## src/rtl/psum_acc_pkg.sv

```systemverilog
// Shared defaults and width-generic helpers for the partial-sum accumulator.
package psum_acc_pkg;

    localparam int DEF_COLUMN = 6;
    localparam int DEF_OW     = 21;
    localparam int DEF_AW     = 32;
    localparam int DEF_QW     = 8;
    localparam int DEF_SW     = 5;

    localparam logic signed [DEF_QW-1:0] QMAX = {1'b0, {(DEF_QW-1){1'b1}}};
    localparam logic signed [DEF_QW-1:0] QMIN = {1'b1, {(DEF_QW-1){1'b0}}};

    // Sign-extend the low w bits of x to 64 bits; callers truncate to their width.
    function automatic logic [63:0] sext(input logic [63:0] x, input int w);
        logic [63:0] y;
        y = x;
        for (int i = 0; i < 64; i++) begin
            if (i >= w) y[i] = x[w-1];
        end
        return y;
    endfunction

    // Clamp r to the signed range of a qw-bit value.
    function automatic logic signed [63:0] sat(input logic signed [63:0] r, input int qw);
        logic signed [63:0] hi;
        logic signed [63:0] lo;
        hi = (64'sd1 <<< (qw - 1)) - 64'sd1;
        lo = -(64'sd1 <<< (qw - 1));
        if (r > hi)      return hi;
        else if (r < lo) return lo;
        else             return r;
    endfunction

endpackage

```

## src/rtl/psum_requant.sv

```systemverilog
// Single-lane requantizer: round half toward +inf, arithmetic shift, saturate, optional ReLU.
module psum_requant
    import psum_acc_pkg::*;
#(
    parameter int AW = DEF_AW,
    parameter int QW = DEF_QW,
    parameter int SW = DEF_SW
) (
    input  logic signed [AW-1:0] acc_i,
    input  logic        [SW-1:0] shift_i,
    input  logic                 relu_en_i,
    output logic signed [QW-1:0] q_o
);

    logic signed [AW:0] ext;
    logic signed [AW:0] rnd;
    logic signed [AW:0] sum;
    logic signed [AW:0] r;

    always_comb begin
        // One guard bit keeps the rounding add from wrapping near the top of the range.
        ext = {acc_i[AW-1], acc_i};
        rnd = '0;
        if (shift_i != '0) rnd = (AW+1)'(1) << (shift_i - SW'(1));
        sum = ext + rnd;
        r   = sum >>> shift_i;
        q_o = QW'(sat(64'(r), QW));
        if (relu_en_i && r[AW]) q_o = '0;
    end

endmodule

```

## src/rtl/psum_acc.sv

```systemverilog
// Accumulates framed MAC-array partial sums per group, adds bias, and emits requantized activations.
module psum_acc
    import psum_acc_pkg::*;
#(
    parameter int COLUMN = DEF_COLUMN,
    parameter int OW     = DEF_OW,
    parameter int AW     = DEF_AW,
    parameter int QW     = DEF_QW,
    parameter int SW     = DEF_SW
) (
    input  logic                 clk,
    input  logic                 rst,
    input  logic [COLUMN*OW-1:0] acc_m_data,
    input  logic                 acc_m_first,
    input  logic                 acc_m_last,
    input  logic                 acc_m_valid,
    output logic                 acc_m_ready,
    input  logic [COLUMN*AW-1:0] bias,
    input  logic [SW-1:0]        shift,
    input  logic                 relu_en,
    output logic [COLUMN*QW-1:0] acc_s_data,
    output logic                 acc_s_valid,
    input  logic                 acc_s_ready,
    output logic                 acc_err
);

    logic [COLUMN-1:0][AW-1:0] acc_q, acc_d;
    logic [COLUMN-1:0][QW-1:0] q_lane;
    logic [COLUMN*QW-1:0]      data_q, data_d;
    logic [SW-1:0]             shift_q, shift_d;
    logic                      relu_q, relu_d;
    logic                      open_q, open_d;
    logic                      done_q, done_d;
    logic                      err_q, err_d;
    logic                      vld_q, vld_d;
    logic                      accept, load, start;

    assign load        = done_q && (!vld_q || acc_s_ready);
    assign acc_m_ready = !done_q || load;
    assign accept      = acc_m_valid && acc_m_ready;
    // A beat outside an open group always starts one, even if first is missing.
    assign start       = acc_m_first || !open_q;

    always_comb begin
        acc_d   = acc_q;
        shift_d = shift_q;
        relu_d  = relu_q;
        open_d  = open_q;
        done_d  = done_q;
        err_d   = err_q;
        vld_d   = vld_q;
        data_d  = data_q;

        if (accept) begin
            for (int k = 0; k < COLUMN; k++) begin
                acc_d[k] = (start ? bias[k*AW +: AW] : acc_q[k])
                         + AW'(sext(64'(acc_m_data[k*OW +: OW]), OW));
            end
            if (start) begin
                shift_d = shift;
                relu_d  = relu_en;
            end
            open_d = !acc_m_last;
            // first must be set exactly when no group is open.
            if (acc_m_first == open_q) err_d = 1'b1;
        end

        if (accept && acc_m_last) done_d = 1'b1;
        else if (load)            done_d = 1'b0;

        if (load) begin
            vld_d  = 1'b1;
            data_d = q_lane;
        end else if (acc_s_ready) begin
            vld_d = 1'b0;
        end
    end

    always_ff @(posedge clk) begin
        if (rst) begin
            acc_q   <= '0;
            shift_q <= '0;
            relu_q  <= 1'b0;
            open_q  <= 1'b0;
            done_q  <= 1'b0;
            err_q   <= 1'b0;
            vld_q   <= 1'b0;
            data_q  <= '0;
        end else begin
            acc_q   <= acc_d;
            shift_q <= shift_d;
            relu_q  <= relu_d;
            open_q  <= open_d;
            done_q  <= done_d;
            err_q   <= err_d;
            vld_q   <= vld_d;
            data_q  <= data_d;
        end
    end

    for (genvar k = 0; k < COLUMN; k++) begin : g_lane
        psum_requant #(.AW(AW), .QW(QW), .SW(SW)) u_rq (
            .acc_i     (acc_q[k]),
            .shift_i   (shift_q),
            .relu_en_i (relu_q),
            .q_o       (q_lane[k])
        );
    end

    assign acc_s_data  = data_q;
    assign acc_s_valid = vld_q;
    assign acc_err     = err_q;

endmodule

```

## config.mk

```make
export PLATFORM = sky130hd
export DESIGN_NAME = psum_acc
export DESIGN_NICKNAME = d
export VERILOG_FILES = /design/src/rtl/psum_acc_pkg.sv /design/src/rtl/psum_requant.sv /design/src/rtl/psum_acc.sv
export SDC_FILE = /design/constraint.sdc
export NUM_CORES = 2
export LEC_CHECK = 0
export BUFFER_PORTS_ARGS = -buffer_cell sky130_fd_sc_hd__buf_4
export CAP_MARGIN = 20
export CORE_ASPECT_RATIO = 1.1
export CORE_MARGIN = 1.5
export CORE_UTILIZATION = 52
export CTS_CLUSTER_SIZE = 24
export DETAILED_ROUTE_END_ITERATION = 7
export PLACE_DENSITY = 0.73
export SYNTH_ARGS = -nofsm -noshare
export SYNTH_HDL_FRONTEND = slang
export SYNTH_SLANG_ARGS = --single-unit
```

## constraint.sdc

```tcl
create_clock -name clk -period 7.6 [get_ports clk]
set_clock_uncertainty 0.15 [all_clocks]
set_input_delay 1.52 -clock clk [delete_from_list [all_inputs] [get_ports clk]]
set_output_delay 1.52 -clock clk [all_outputs]
set_load 0.02 [all_outputs]
```

==> metrics.csv <==
metric,value,unit
Synth Area in Adders,8.41,%
Worst EP required,7.95,ns
post_cts resized,0,
register area share after synthesis,10.6,%
global-route wire length before repair,348,mm
Placed Area,0.0540,mm2
cell area after synthesis,0.0474,mm2
Tcrit/Tclk final,93.7,%
layout cells sized above 1,20.5,%
Critical Path Fanout Max,30,
total track usage,48.9,%
Max Cap Violations,0,
unique cell type count in the Yosys netlist,134,
Mapped Cells,6689,
RSZ-0062 raised after global routing,false,
max_slew headroom,18.9,%
dpl ws,0.503,ns
Residual DRC,0,
DR pass1 iterations,7,
clock buffer depth,3,
routed vias,59200,
dominant cell type by area after synthesis,dfxtp_1,
largest family of logic cells by synthesized area,compound AO/OA/AOI/OAI gates,
"Cell Count, Final, Fillers Out",8343,
final setup violating endpoints,0,
WL per Instance,28.8,um
Max Slew Vio Count,0,
xor-xnor portion of the synthesized cell area,6.82,%
Die H,320,um
Initial Utilization,52.7,%
critical path arrival,7.47,ns
Layout area overhead,16.2,%
leakage power,23.0,nW
clock root buffer,clkbuf_16,
complex-gate fraction of the synthesized area,33.8,%
Sum Neg Setup Slack,0,ns
hpwl dp,187,mm
Routed Antenna Nets,0,
Post-CTS Setup Bufs,0,
I/O Pins,381,
hold_buf cts,0,
crit path kind,flop to flop,
hold crit path type,flop to flop,
final worst slack,0.475,ns
Overflow after GRT,0,
largest net degree at the start of global routing,128,
Max H-tree Level,1,
Worst-Margin Slew,1.21,ns
total power,7.89,mW
clk sinks,250,
total CTS buffers,30,
vias per inst,7.09,
Cell Rows,115,
initial DRC count,8469,
Core ar.,0.0899,mm2
Mapped Avg Cell Area,7.09,um2
post-layout min period,7.12,ns
FMAX,140,MHz
CP endpoint kind,flop,
synthesis-stage register bit count,250,
Clock Latency Late Sink,0.68,ns
status,"finished, final reports clean",
"CTS clk-pin slew, worst paths",0.07,ns
share of the synthesized area in the top cell type,10.6,%
Die ar.,0.0930,mm2
Critical Path Start Type,flop,
"Warnings, synthesis",0,
Synth area leaders,"dfxtp_1 (11%), ha_1 (7.9%), a21oi_1 (6.8%), nand2_1 (6.0%), mux2_2 (5.8%)",
Simple-Gate Fraction of Synth Area,23.8,%
Cells after DPL,8278,
number of global-route vias before repair,53700,
clock tree from TritonCTS,built,
final hold vios,0,
# nets final,7778,
VDD IR max,0.156,mV
Die Wd,291,um
PortBufs,380,
asr flop ratio synth,0,%
GPL Wtd Cong,1.12,
final wirelength,240,mm
initial antenna violation count,20,
Most used DFF post-synth,dfxtp_1,
Post-synth EDFFs,0,
mux share of post-synthesis cell area,11.1,%
Final Instance Area,0.0551,mm2
Cell Pwr Density,143,mW/mm2
per-stage QoR:
step	hold WS (ns)	util (%)
6_report	0.308	61.2
5_1_grt	0.331	61.2
4_1_cts	0.311	61.2
3_5_place_dp	0.298	60.1
3_3_place_gp	0.293	60.1
2_1_floorplan	0.296	-
metal layers:
layer | up-vias | routed length [um] | global-route usage [%]
met2 | 4257 | 93800 | 68.5
li1 | 26200 | - | -
met1 | 27800 | 93200 | 63.8
met5 | - | 112 | 0.104
met4 | 18 | 17200 | 29.9
met3 | 874 | 35900 | 16.9
cell type report:
class	instances	area (um2)
repair buffers	938	7160
diodes	12	30.0
clock buffers	41	853
multi-input cells	5786	39900
fillers	8408	34900
clock inverters	11	141
flip-flops and latches	250	5020
well taps	1170	1460
inverters	135	519
report_power, final:
group | internal, mW | switching (mW) | total [mW] | leakage, nW
sequential | 1.46 | 0.312 | 1.77 | 2.06
clock | 0.877 | 0.655 | 1.53 | 0.481
combinational | 1.85 | 2.74 | 4.59 | 20.4
total | 4.19 | 3.70 | 7.89 | 23.0
critical path: stages, from the launching register on:
cell and delay [ns]:
dfxtp_4 0.64, nor2b_2 0.25, nand2_1 0.10, nor2_1 0.49, buf_4 0.35, ha_1 0.26
o2111a_1 0.18, a31oi_1 0.07, o41ai_1 0.63, a21oi_2 0.22, buf_4 0.19, a2111oi_0 0.43
buf_4 0.19, nor4_1 0.05, a311o_1 0.36, nor4_1 0.63, buf_4 0.27, a222oi_1 0.12
a21oi_1 0.19, buf_4 0.14, o221ai_1 0.11, nor4_1 0.25, nand4b_1 0.18, o21ai_2 0.17
buf_4 0.18, o311ai_2 0.10
cell families (layout without fill, tap and decap cells):
family	Yosys count	count (layout)
buf+inv	658	1125
other cells	1	18
mux	435	435
flops	250	250
compound gates	2330	2330
simple gates	2330	2330
xor+xnor	368	368
fa+ha+maj	317	317
layout by cell type (no fill, tap or decap), types with 45 or more instances in the layout:
cell	instances
buf_4	927
nand2_1	760
a21oi_1	643
nor2_1	544
o21ai_0	322
ha_1	300
xnor2_1	293
dfxtp_1	245
mux2_2	243
nand3_1	179
nor3_1	169
a211oi_1	155
mux2i_1	145
a21o_1	137
inv_1	129
a31oi_1	114
o211ai_1	87
nand4_1	84
xor2_1	74
o21a_1	69
and3_1	67
or3_1	66
and2_1	65
o22ai_1	61
nand2b_1	59
nor4_1	53
o21bai_1	51
nor2b_1	49
or2_2	45
mux4_2	45
cell usage after synthesis (all sizes together), types with 31 or more instances:
cell type,count
nor4,56
nor2,559
a31oi,115
nand2b,59
mux4,46
a21oi,647
o21a,69
and3,68
o31ai,40
clkbuf,382
or2,48
dfxtp,250
and2,70
o211ai,92
mux2i,145
o21ai,346
inv,133
a21boi,35
or3,68
o21bai,51
nand3,179
xor2,75
nand4,84
o2111ai,37
a211oi,162
nor2b,51
a221o,32
a221oi,33
nor3,172
o22ai,62
ha,301
a22oi,34
xnor2,293
nand2,762
buf,141
a211o,39
o211a,31
mux2,244
a21o,138
path summary, 6_finish.rpt:
| kind | start | endpoint | slack (ns) | cells after the start |
|---|---|---|---|---|
| setup reg to reg | shift_q[0]$_SDFFE_PP0P_ | acc_s_data[26]$_SDFFE_PP0P_ | 0.48 | 25 |
| setup / recovery | shift_q[0]$_SDFFE_PP0P_ | acc_s_data[26]$_SDFFE_PP0P_ | 0.48 | 25 |
| hold / removal | acc_s_data[11]$_SDFFE_PP0P_ | acc_s_data[11]$_SDFFE_PP0P_ | 0.31 | 2 |
| hold reg to reg | acc_s_data[11]$_SDFFE_PP0P_ | acc_s_data[11]$_SDFFE_PP0P_ | 0.31 | 2 |
flip-flops by register name, indices dropped and copies added, names as in the netlist:
name / flops
relu_q: 1
shift_q: 5
done_q: 1
acc_q: 192
acc_s_valid: 1
open_q: 1
acc_s_data: 48
acc_err: 1
Note: power is estimated with default switching activity, not from simulation.
